**config.mk**
```make
export PLATFORM = sky130hd
export DESIGN_NAME = mips_mc_ctrl
export DESIGN_NICKNAME = d
export VERILOG_FILES = /design/src/rtl/mips_pkg.sv /design/src/rtl/mips_alu_dec.sv /design/src/rtl/mips_mc_ctrl.sv
export SDC_FILE = /design/constraint.sdc
export NUM_CORES = 1
export LEC_CHECK = 0
export ABC_AREA = 0
export CORE_MARGIN = 3
export CORE_UTILIZATION = 35
export DETAILED_ROUTE_END_ITERATION = 10
export PLACE_DENSITY = 0.68
export SYNTH_ARGS = -nofsm -noshare
export SYNTH_HDL_FRONTEND = slang
export SYNTH_SLANG_ARGS = --single-unit
```
**constraint.sdc**
```tcl
create_clock -name clk -period 3 [get_ports clk]
set_input_delay 0.6 -clock clk [delete_from_list [all_inputs] [get_ports clk]]
set_output_delay 0.6 -clock clk [all_outputs]
set_load 0.1 [all_outputs]
```
**src/rtl/mips_pkg.sv**
```systemverilog
// +----------------------------------------------------------------------------+
// | mips_pkg : shared encodings for the mips multicycle control path           |
// | Rev 1.0                                                                    |
// +----------------------------------------------------------------------------+
`default_nettype none

package mips_pkg;

  localparam logic [5:0] OP_RTYPE = 6'b000000;
  localparam logic [5:0] OP_J     = 6'b000010;
  localparam logic [5:0] OP_BEQ   = 6'b000100;
  localparam logic [5:0] OP_ADDI  = 6'b001000;
  localparam logic [5:0] OP_LW    = 6'b100011;
  localparam logic [5:0] OP_SW    = 6'b101011;

  localparam logic [5:0] FN_ADD = 6'b100000;
  localparam logic [5:0] FN_SUB = 6'b100010;
  localparam logic [5:0] FN_AND = 6'b100100;
  localparam logic [5:0] FN_OR  = 6'b100101;
  localparam logic [5:0] FN_SLT = 6'b101010;

  localparam logic [2:0] ALU_ADD = 3'b010;
  localparam logic [2:0] ALU_SUB = 3'b110;
  localparam logic [2:0] ALU_AND = 3'b000;
  localparam logic [2:0] ALU_OR  = 3'b001;
  localparam logic [2:0] ALU_SLT = 3'b111;

  localparam logic [1:0] SRCB_B       = 2'b00;
  localparam logic [1:0] SRCB_FOUR    = 2'b01;
  localparam logic [1:0] SRCB_IMM     = 2'b10;
  localparam logic [1:0] SRCB_IMM_SH2 = 2'b11;

  localparam logic [1:0] PCSRC_ALU    = 2'b00;
  localparam logic [1:0] PCSRC_ALUOUT = 2'b01;
  localparam logic [1:0] PCSRC_JUMP   = 2'b10;

  typedef enum logic [3:0] {
    ST_FETCH  = 4'd0,
    ST_DECODE = 4'd1,
    ST_MEMADR = 4'd2,
    ST_MEMRD  = 4'd3,
    ST_MEMWB  = 4'd4,
    ST_MEMWR  = 4'd5,
    ST_EXEC   = 4'd6,
    ST_ALUWB  = 4'd7,
    ST_BRANCH = 4'd8,
    ST_JUMP   = 4'd9,
    ST_ADDIEX = 4'd10,
    ST_ADDIWB = 4'd11,
    ST_HALT   = 4'd12
  } state_t;

endpackage

`default_nettype wire

```
**src/rtl/mips_alu_dec.sv**
```systemverilog
// +----------------------------------------------------------------------------+
// | mips_alu_dec : R-type funct field to ALU operation decode                  |
// | Rev 1.0                                                                    |
// +----------------------------------------------------------------------------+
`default_nettype none

module mips_alu_dec
  import mips_pkg::*;
(
  input  logic [5:0] funct,
  output logic [2:0] alu_ctrl
);

  always_comb begin
    alu_ctrl = ALU_ADD;
    case (funct)
      FN_ADD:  alu_ctrl = ALU_ADD;
      FN_SUB:  alu_ctrl = ALU_SUB;
      FN_AND:  alu_ctrl = ALU_AND;
      FN_OR:   alu_ctrl = ALU_OR;
      FN_SLT:  alu_ctrl = ALU_SLT;
      default: alu_ctrl = ALU_ADD;
    endcase
  end

endmodule

`default_nettype wire

```
**src/rtl/mips_mc_ctrl.sv**
```systemverilog
// +----------------------------------------------------------------------------+
// | mips_mc_ctrl : multicycle main control FSM with memory-wait watchdog       |
// | Option: MIPS_MC_ILLEGAL_TRAP_EN halts on an unlisted opcode.   Rev 1.0     |
// +----------------------------------------------------------------------------+
`default_nettype none

module mips_mc_ctrl
  import mips_pkg::*;
#(
  parameter int unsigned MEM_WAIT_MAX = 15
) (
  input  logic       clk,
  input  logic       reset,
  input  logic [5:0] opcode,
  input  logic [5:0] funct,
  input  logic       zero,
  input  logic       mem_ready,
  output logic       pc_write,
  output logic       pc_write_cond,
  output logic       iord,
  output logic       mem_read,
  output logic       mem_write,
  output logic       ir_write,
  output logic       reg_write,
  output logic       reg_dst,
  output logic       mem_to_reg,
  output logic       alu_src_a,
  output logic [1:0] alu_src_b,
  output logic [1:0] pc_src,
  output logic [2:0] alu_ctrl,
  output logic       halted,
  output logic [3:0] state_dbg
);

  localparam logic [8:0] WAIT_LIMIT = 9'(MEM_WAIT_MAX);

  state_t     state_q, state_d;
  logic [7:0] wait_cnt_q, wait_cnt_d;
  logic [2:0] exec_alu_ctrl;
  logic       strobe_state;
  logic       timeout;
  logic       unused_zero;

  // Branch resolution happens in the datapath; the flag is not consumed here.
  assign unused_zero = zero;

  mips_alu_dec u_alu_dec (
    .funct    (funct),
    .alu_ctrl (exec_alu_ctrl)
  );

  always_ff @(posedge clk or posedge reset) begin
    if (reset) begin
      state_q    <= ST_FETCH;
      wait_cnt_q <= 8'd0;
    end else begin
      state_q    <= state_d;
      wait_cnt_q <= wait_cnt_d;
    end
  end

  // A ready in the limit cycle still wins over the timeout.
  always_comb begin
    strobe_state = (state_q == ST_FETCH) || (state_q == ST_MEMRD) || (state_q == ST_MEMWR);
    timeout      = strobe_state && !mem_ready && (({1'b0, wait_cnt_q} + 9'd1) >= WAIT_LIMIT);
    wait_cnt_d   = (strobe_state && !mem_ready && !timeout) ? wait_cnt_q + 8'd1 : 8'd0;
  end

  always_comb begin
    state_d = state_q;
    case (state_q)
      ST_FETCH: begin
        if (mem_ready)    state_d = ST_DECODE;
        else if (timeout) state_d = ST_HALT;
      end
      ST_DECODE: begin
        case (opcode)
          OP_LW, OP_SW: state_d = ST_MEMADR;
          OP_RTYPE:     state_d = ST_EXEC;
          OP_BEQ:       state_d = ST_BRANCH;
          OP_ADDI:      state_d = ST_ADDIEX;
          OP_J:         state_d = ST_JUMP;
          default: begin
`ifdef MIPS_MC_ILLEGAL_TRAP_EN
            state_d = ST_HALT;
`else
            state_d = ST_FETCH;
`endif
          end
        endcase
      end
      ST_MEMADR: state_d = (opcode == OP_SW) ? ST_MEMWR : ST_MEMRD;
      ST_MEMRD: begin
        if (mem_ready)    state_d = ST_MEMWB;
        else if (timeout) state_d = ST_HALT;
      end
      ST_MEMWR: begin
        if (mem_ready)    state_d = ST_FETCH;
        else if (timeout) state_d = ST_HALT;
      end
      ST_MEMWB:  state_d = ST_FETCH;
      ST_EXEC:   state_d = ST_ALUWB;
      ST_ALUWB:  state_d = ST_FETCH;
      ST_BRANCH: state_d = ST_FETCH;
      ST_JUMP:   state_d = ST_FETCH;
      ST_ADDIEX: state_d = ST_ADDIWB;
      ST_ADDIWB: state_d = ST_FETCH;
      ST_HALT:   state_d = ST_HALT;
      default:   state_d = ST_HALT;
    endcase
  end

  always_comb begin
    pc_write      = 1'b0;
    pc_write_cond = 1'b0;
    iord          = 1'b0;
    mem_read      = 1'b0;
    mem_write     = 1'b0;
    ir_write      = 1'b0;
    reg_write     = 1'b0;
    reg_dst       = 1'b0;
    mem_to_reg    = 1'b0;
    alu_src_a     = 1'b0;
    alu_src_b     = SRCB_B;
    pc_src        = PCSRC_ALU;
    alu_ctrl      = ALU_ADD;
    halted        = 1'b0;
    state_dbg     = state_q;
    case (state_q)
      ST_FETCH: begin
        mem_read  = 1'b1;
        alu_src_b = SRCB_FOUR;
        ir_write  = mem_ready;
        pc_write  = mem_ready;
      end
      ST_DECODE: alu_src_b = SRCB_IMM_SH2;
      ST_MEMADR, ST_ADDIEX: begin
        alu_src_a = 1'b1;
        alu_src_b = SRCB_IMM;
      end
      ST_MEMRD: begin
        mem_read = 1'b1;
        iord     = 1'b1;
      end
      ST_MEMWB: begin
        reg_write  = 1'b1;
        mem_to_reg = 1'b1;
      end
      ST_MEMWR: begin
        mem_write = 1'b1;
        iord      = 1'b1;
      end
      ST_EXEC: begin
        alu_src_a = 1'b1;
        alu_ctrl  = exec_alu_ctrl;
      end
      ST_ALUWB: begin
        reg_write = 1'b1;
        reg_dst   = 1'b1;
      end
      ST_BRANCH: begin
        alu_src_a     = 1'b1;
        alu_ctrl      = ALU_SUB;
        pc_write_cond = 1'b1;
        pc_src        = PCSRC_ALUOUT;
      end
      ST_JUMP: begin
        pc_write = 1'b1;
        pc_src   = PCSRC_JUMP;
      end
      ST_ADDIWB: reg_write = 1'b1;
      ST_HALT:   halted    = 1'b1;
      default:   halted    = 1'b1;
    endcase
    // Async reset holds state at FETCH, so only the fetch-state drives need masking.
    if (reset) begin
      pc_write  = 1'b0;
      mem_read  = 1'b0;
      ir_write  = 1'b0;
      alu_src_b = SRCB_FOUR;
      state_dbg = ST_FETCH;
    end
  end

endmodule

`default_nettype wire

```
==> results of run 1 <==
[flip-flops by register name, summed over array words and instances (netlist names)]
signal / flops
state_q: 4
wait_cnt_q: 8
[worst paths after layout]
path | startpoint | endpoint | slack [ns] | cells after the start
worst max-delay path | funct[1] | alu_ctrl[0] | 0.41 | 5
worst min-delay path | wait_cnt_q[0]$_DFF_PP0_ | wait_cnt_q[0]$_DFF_PP0_ | 0.56 | 1
worst max register to register | state_q[0]$_DFF_PP0_ | state_q[2]$_DFF_PP0_ | 1.24 | 5
worst min register to register | wait_cnt_q[0]$_DFF_PP0_ | wait_cnt_q[0]$_DFF_PP0_ | 0.56 | 1
max in group asynchronous | reset | wait_cnt_q[7]$_DFF_PP0_ | 1.87 | 3
min in group asynchronous | reset | state_q[1]$_DFF_PP0_ | 0.98 | 3
[cells by family (layout without fill, tap and decap cells)]
group / count (synthesis) / in the layout / synth area share
xor gates and xnor gates: 5 / 5 / 0.0485
adders and majority gates: 2 / 2 / 0.0277
buffers and inverters: 10 / 47 / 0.0499
AOI/OAI and AO/OA: 25 / 25 / 0.177
DFF: 12 / 12 / 0.332
and+or+nand+nor: 61 / 61 / 0.360
other: 1 / 4 / 0.00415
[power by group]
group	internal (mW)	switching [mW]
combinational	0.316	0.778
clock	0.0737	0.0509
sequential	0.184	0.0762
total	0.573	0.905
[cells in the final DEF (no fill, tap or decap), types with 2 or more instances in the layout]
| cell | instances |
|---|---|
| inv_2 | 2 |
| a21oi_1 | 2 |
| o21ai_0 | 5 |
| xor2_1 | 4 |
| conb_1 | 4 |
| clkdlybuf4s50_1 | 14 |
| nor2_1 | 19 |
| nand2b_1 | 4 |
| nand2_1 | 5 |
| clkbuf_4 | 3 |
| a31oi_1 | 2 |
| dfrtp_1 | 12 |
| inv_1 | 3 |
| nand3_1 | 4 |
| nor2b_1 | 4 |
| nor3_1 | 4 |
| o211ai_1 | 2 |
| or2_1 | 3 |
| a2bb2oi_1 | 2 |
| nor3_2 | 4 |
| buf_4 | 12 |
| nor3b_1 | 3 |
| buf_12 | 12 |
| o21ai_1 | 6 |
| ha_1 | 2 |
[worst max-delay path, cell delays in order]
cell             delay, ns
clkdlybuf4s50_1       0.49
or3b_1                0.38
a2bb2oi_1             0.14
nor2_1                0.18
buf_12                0.20
[layer usage]
metal	share of wire	up-vias
met5	0	-
met4	0	0
met2	0.49	26
met3	0.056	0
li1	-	484
met1	0.45	442
[metrics by stage]
step,TNS [ns],setup WS (ns)
after floorplan,-1.04,-0.499
after global placement,0,0.445
after detailed placement,0,0.409
after CTS,0,0.401
after global routing,0,0.264
final,0,0.406
[final cells by class]
cell class	instances	area, um2
Tap cell	28	35.0
Fill cell	203	847
Timing Repair Buffer	38	470
Inverter	5	18.8
Clock buffer	4	36.3
Multi-Input combinational cell	97	611
Sequential cell	12	300
==> out/metrics.yaml, run 1 <==
tightest_slew_ns: 0.528
design_area_um2: 1470
drt-total-wl_um: 2370
ir_worst_vdd_mv: 1.10
fmax_ghz: 0.386
gp_congestion: 0.765
timing.hold.ws_ns: 0.564
use_met2: 0.256
ios: 38
ys_seq_elements: 12
dpl-instance-area_um2: 1440
drt_pass1_iterations: 4
ys.warnings.count: 0
p_per_area_nw_per_um2: 1000
rsz0062_at_grt: "no"
ctsResizeCount: 0
max_cap_viol_count: 0
grt_pass1_vias: 885
antenna_left: 0
setup_viol: 0
start_util: 0.390
cts_setup_buffers: 0
syn-mean-instance-area_um2: 7.79
use_met1: 0.202
cts_tree: "yes"
dp_cells: 180
syn_area_um2: 903
via_per_inst: 5.17
synth_common_cells: "19 x nor2_1, 12 x dfrtp_1, 8 x nor3_1"
area_growth_syn_to_layout_pct: 62.9
met3_usage: 0.0368
grt_max_degree: 15
status: "finished, final reports clean"
track_usage: 0.150
grt.overflow.total: 0
synth_top_area_frac: 0.332
via_count: 952
yosys_most_used_dff: "dfrtp_1"
antenna_found_initial: 0
drt_iter0_drc: 19
relSlewSlack: 0.648
p_leak_nw: 0.634
yosysTopAreaCell: "dfrtp_1"
final_core_util: 0.635
drcViolationCount: 0
cts.sinks: 12
diodes: 0
worstSkewPairLatency_ns: 0.27
grt_pass1_wl_um: 3990
instances_no_fill: 184
dieArea_um2: 3230
critPathKind: "input pin to output port"
synth-edff-count: 0
wire_per_inst_um: 12.9
core_region_area_um2: 2320
cts_root_buf: "clkbuf_4"
die_y_um: 56.8
min_period_ns: 2.59
cts.path.max_buffers: 2
period_share: 0.865
p_total_mw: 1.48
synth_most_common_cell: "nor2_1"
seq_area_frac_synth: 0.332
drv_slew: 0
drive_gt1_frac: 0.244
port_buffers: 36
cts_buffers: 3
hpwl_um: 1930
synthCells: 116
cp-end-kind: "output port"
async_flop_share: 1.00
hold_viol: 0
path_max_fanout: 2
busiest_layer: "met2"
ys_types: 40
holdBufCountCts: 0
cp-start-kind: "input pin"
arrival_ns: 1.99
hold_path.class: "register to register"
final_nets: 175
synthTopCellsByArea: "dfrtp_1 33%, nor2_1 7.9%, nor3_1 4.4%"
fin_skew_ns: 0.00566
num_rows: 17
htreeDepth: 1
die_w_um: 56.8
cp.required_ns: 2.40
clkTransAtPathRegs_ns: 0.07
Note: power is estimated with default switching activity, not from simulation.
==> inputs of run 2 (changes only) <==
--- a/config.mk
+++ b/config.mk
@@ -9,6 +9,7 @@
 export CORE_MARGIN = 3
 export CORE_UTILIZATION = 35
 export DETAILED_ROUTE_END_ITERATION = 10
+export HOLD_SLACK_MARGIN = 0.03
 export PLACE_DENSITY = 0.68
 export SYNTH_ARGS = -nofsm -noshare
 export SYNTH_HDL_FRONTEND = slang
==> results of run 2 <==
Same layout as run 1: the final DEF is identical, and so are final timing and power.
==> inputs of run 3 (changes only) <==
--- a/config.mk
+++ b/config.mk
@@ -6,7 +6,7 @@
 export NUM_CORES = 1
 export LEC_CHECK = 0
 export ABC_AREA = 0
-export CORE_MARGIN = 3
+export CORE_MARGIN = 1.5
 export CORE_UTILIZATION = 35
 export DETAILED_ROUTE_END_ITERATION = 10
 export HOLD_SLACK_MARGIN = 0.03
==> out/metrics.yaml, run 3 (same netlist as run 1, synthesis figures left out) <==
status: "finished, final reports clean"
drt_pass1_iterations: 4
worstHoldEndpoint: "wait_cnt_q[0]$_DFF_PP0_"
holdBufCountCts: 0
cp-end-kind: "output port"
rsz0062_at_grt: "no"
layout_commonest_cell: "nor2_1"
crit_path_top_delay_cell: "dfrtp_1"
instances_no_fill: 185
drt_iter0_drc: 17
diodes: 0
start_util: 0.368
drv_slew: 0
antenna_found_initial: 0
dpl-instance-area_um2: 1430
p_leak_nw: 0.628
final_nets: 174
num_rows: 18
arrival_ns: 2.10
setup_viol: 0
hpwl_um: 1820
drive_gt1_frac: 0.239
cts_tree: "yes"
via_per_inst: 5.22
ios: 38
gp_congestion: 0.831
core_region_area_um2: 2450
grt.overflow.total: 0
grt_pass1_wl_um: 3660
drcViolationCount: 0
critPathKind: "register to output port"
die_y_um: 53.8
p_total_mw: 1.48
final_core_util: 0.597
cts_buffers: 3
dieArea_um2: 2890
grt_max_degree: 15
cp-start-kind: "register"
cp.required_ns: 2.40
worst-r2r-setup-slack_ns: 1.23
area_growth_syn_to_layout_pct: 62.3
largest_register_ffs: 8
critical_path.top_delay_family: "flip-flops"
htreeDepth: 1
port_buffers: 36
ir_worst_vdd_mv: 0.704
path_max_fanout: 13
ctsResizeCount: 0
ff_latch_area_um2: 300
worstSkewPairLatency_ns: 0.28
tightest_slew_ns: 0.527
hold_viol: 0
grt_pass1_vias: 844
reg2reg_to: "state_q[2]$_DFF_PP0_"
wire_per_inst_um: 12.5
via_count: 966
holdCritStartpoint: "wait_cnt_q[0]$_DFF_PP0_"
cts_root_buf: "clkbuf_4"
top_register: "wait_cnt_q"
period_share: 0.901
r2r_cells: 5
cts.path.max_buffers: 2
largestRegisters: "wait_cnt_q: 8 flops, state_q: 4 flops"
design_area_um2: 1470
antenna_left: 0
relSlewSlack: 0.649
fin_skew_ns: 0.00487
cts_setup_buffers: 0
n_fill_cell: 224
dp_cells: 181
min_path_cells: 1
max_stage_delay_ns: 0.65
clkTransAtPathRegs_ns: 0.08
drt-total-wl_um: 2310
cts.sinks: 12
fmax_ghz: 0.370
track_usage: 0.173
multi_input_area_um2: 611
max_cap_viol_count: 0
crit_chain: "inv_2 > nor2_1 > nand2_1 > o21bai_1 > buf_12"
die_w_um: 53.8
r2r-start: "state_q[0]$_DFF_PP0_"
crit_buf_inv: 2
hold_path.class: "register to register"
p_per_area_nw_per_um2: 1010
min_period_ns: 2.70
mostFrequentLayoutCells: "19 x nor2_1, 14 x clkdlybuf4s50_1, 12 x buf_12, 12 x dfrtp_1, 11 x buf_4"
[run 3: report_power, final]
| part | switching, mW | total [mW] | internal, mW |
|---|---|---|---|
| combinational | 0.774 | 1.09 | 0.314 |
| clock | 0.0547 | 0.129 | 0.0739 |
| sequential | 0.0753 | 0.259 | 0.184 |
| total | 0.904 | 1.48 | 0.572 |
[run 3: stage by stage]
stage / hold slack (ns) / setup TNS (ns) / setup WS [ns]
2_1_floorplan: 0.480 / -1.04 / -0.499
3_3_place_gp: 0.522 / 0 / 0.445
3_5_place_dp: 0.547 / 0 / 0.430
4_1_cts: 0.561 / 0 / 0.288
5_1_grt: 0.585 / 0 / 0.129
6_report: 0.554 / 0 / 0.298
[run 3: final cells by class]
| cell class | instances | share of cell area |
|---|---|---|
| Timing Repair Buffer | 37 | 0.316 |
| Multi-Input combinational cell | 97 | 0.416 |
| Tap cell | 30 | 0.0256 |
| Inverter | 5 | 0.0128 |
| Clock buffer | 4 | 0.0247 |
| Sequential cell | 12 | 0.205 |
[run 3: worst register-to-register path: cells and delay by family, from the launching register on]
kind	cells	cell delay (ns)
compound gates	1	0.14
simple gates	4	0.89
flops	1	0.67
[run 3: routing by layer]
layer / track usage / vias up / routed length (um)
li1: - / 479 / -
met1: 0.218 / 446 / 1060
met2: 0.297 / 37 / 1080
met3: 0.0167 / 4 / 153
met4: 0.0769 / 0 / 23
met5: 0 / - / 0
[run 3: worst max path at each step]
| stage | end | cells after the start | slack [ns] | startpoint |
|---|---|---|---|---|
| floorplan | alu_ctrl[2] | 4 | -0.50 | state_q[2]$_DFF_PP0_ |
| global placement | alu_ctrl[0] | 5 | 0.45 | funct[1] |
| detailed placement | alu_ctrl[0] | 5 | 0.43 | funct[1] |
| CTS | alu_ctrl[2] | 5 | 0.29 | state_q[1]$_DFF_PP0_ |
| global route | alu_ctrl[2] | 5 | 0.13 | state_q[1]$_DFF_PP0_ |
| finish | alu_ctrl[2] | 5 | 0.30 | state_q[1]$_DFF_PP0_ |
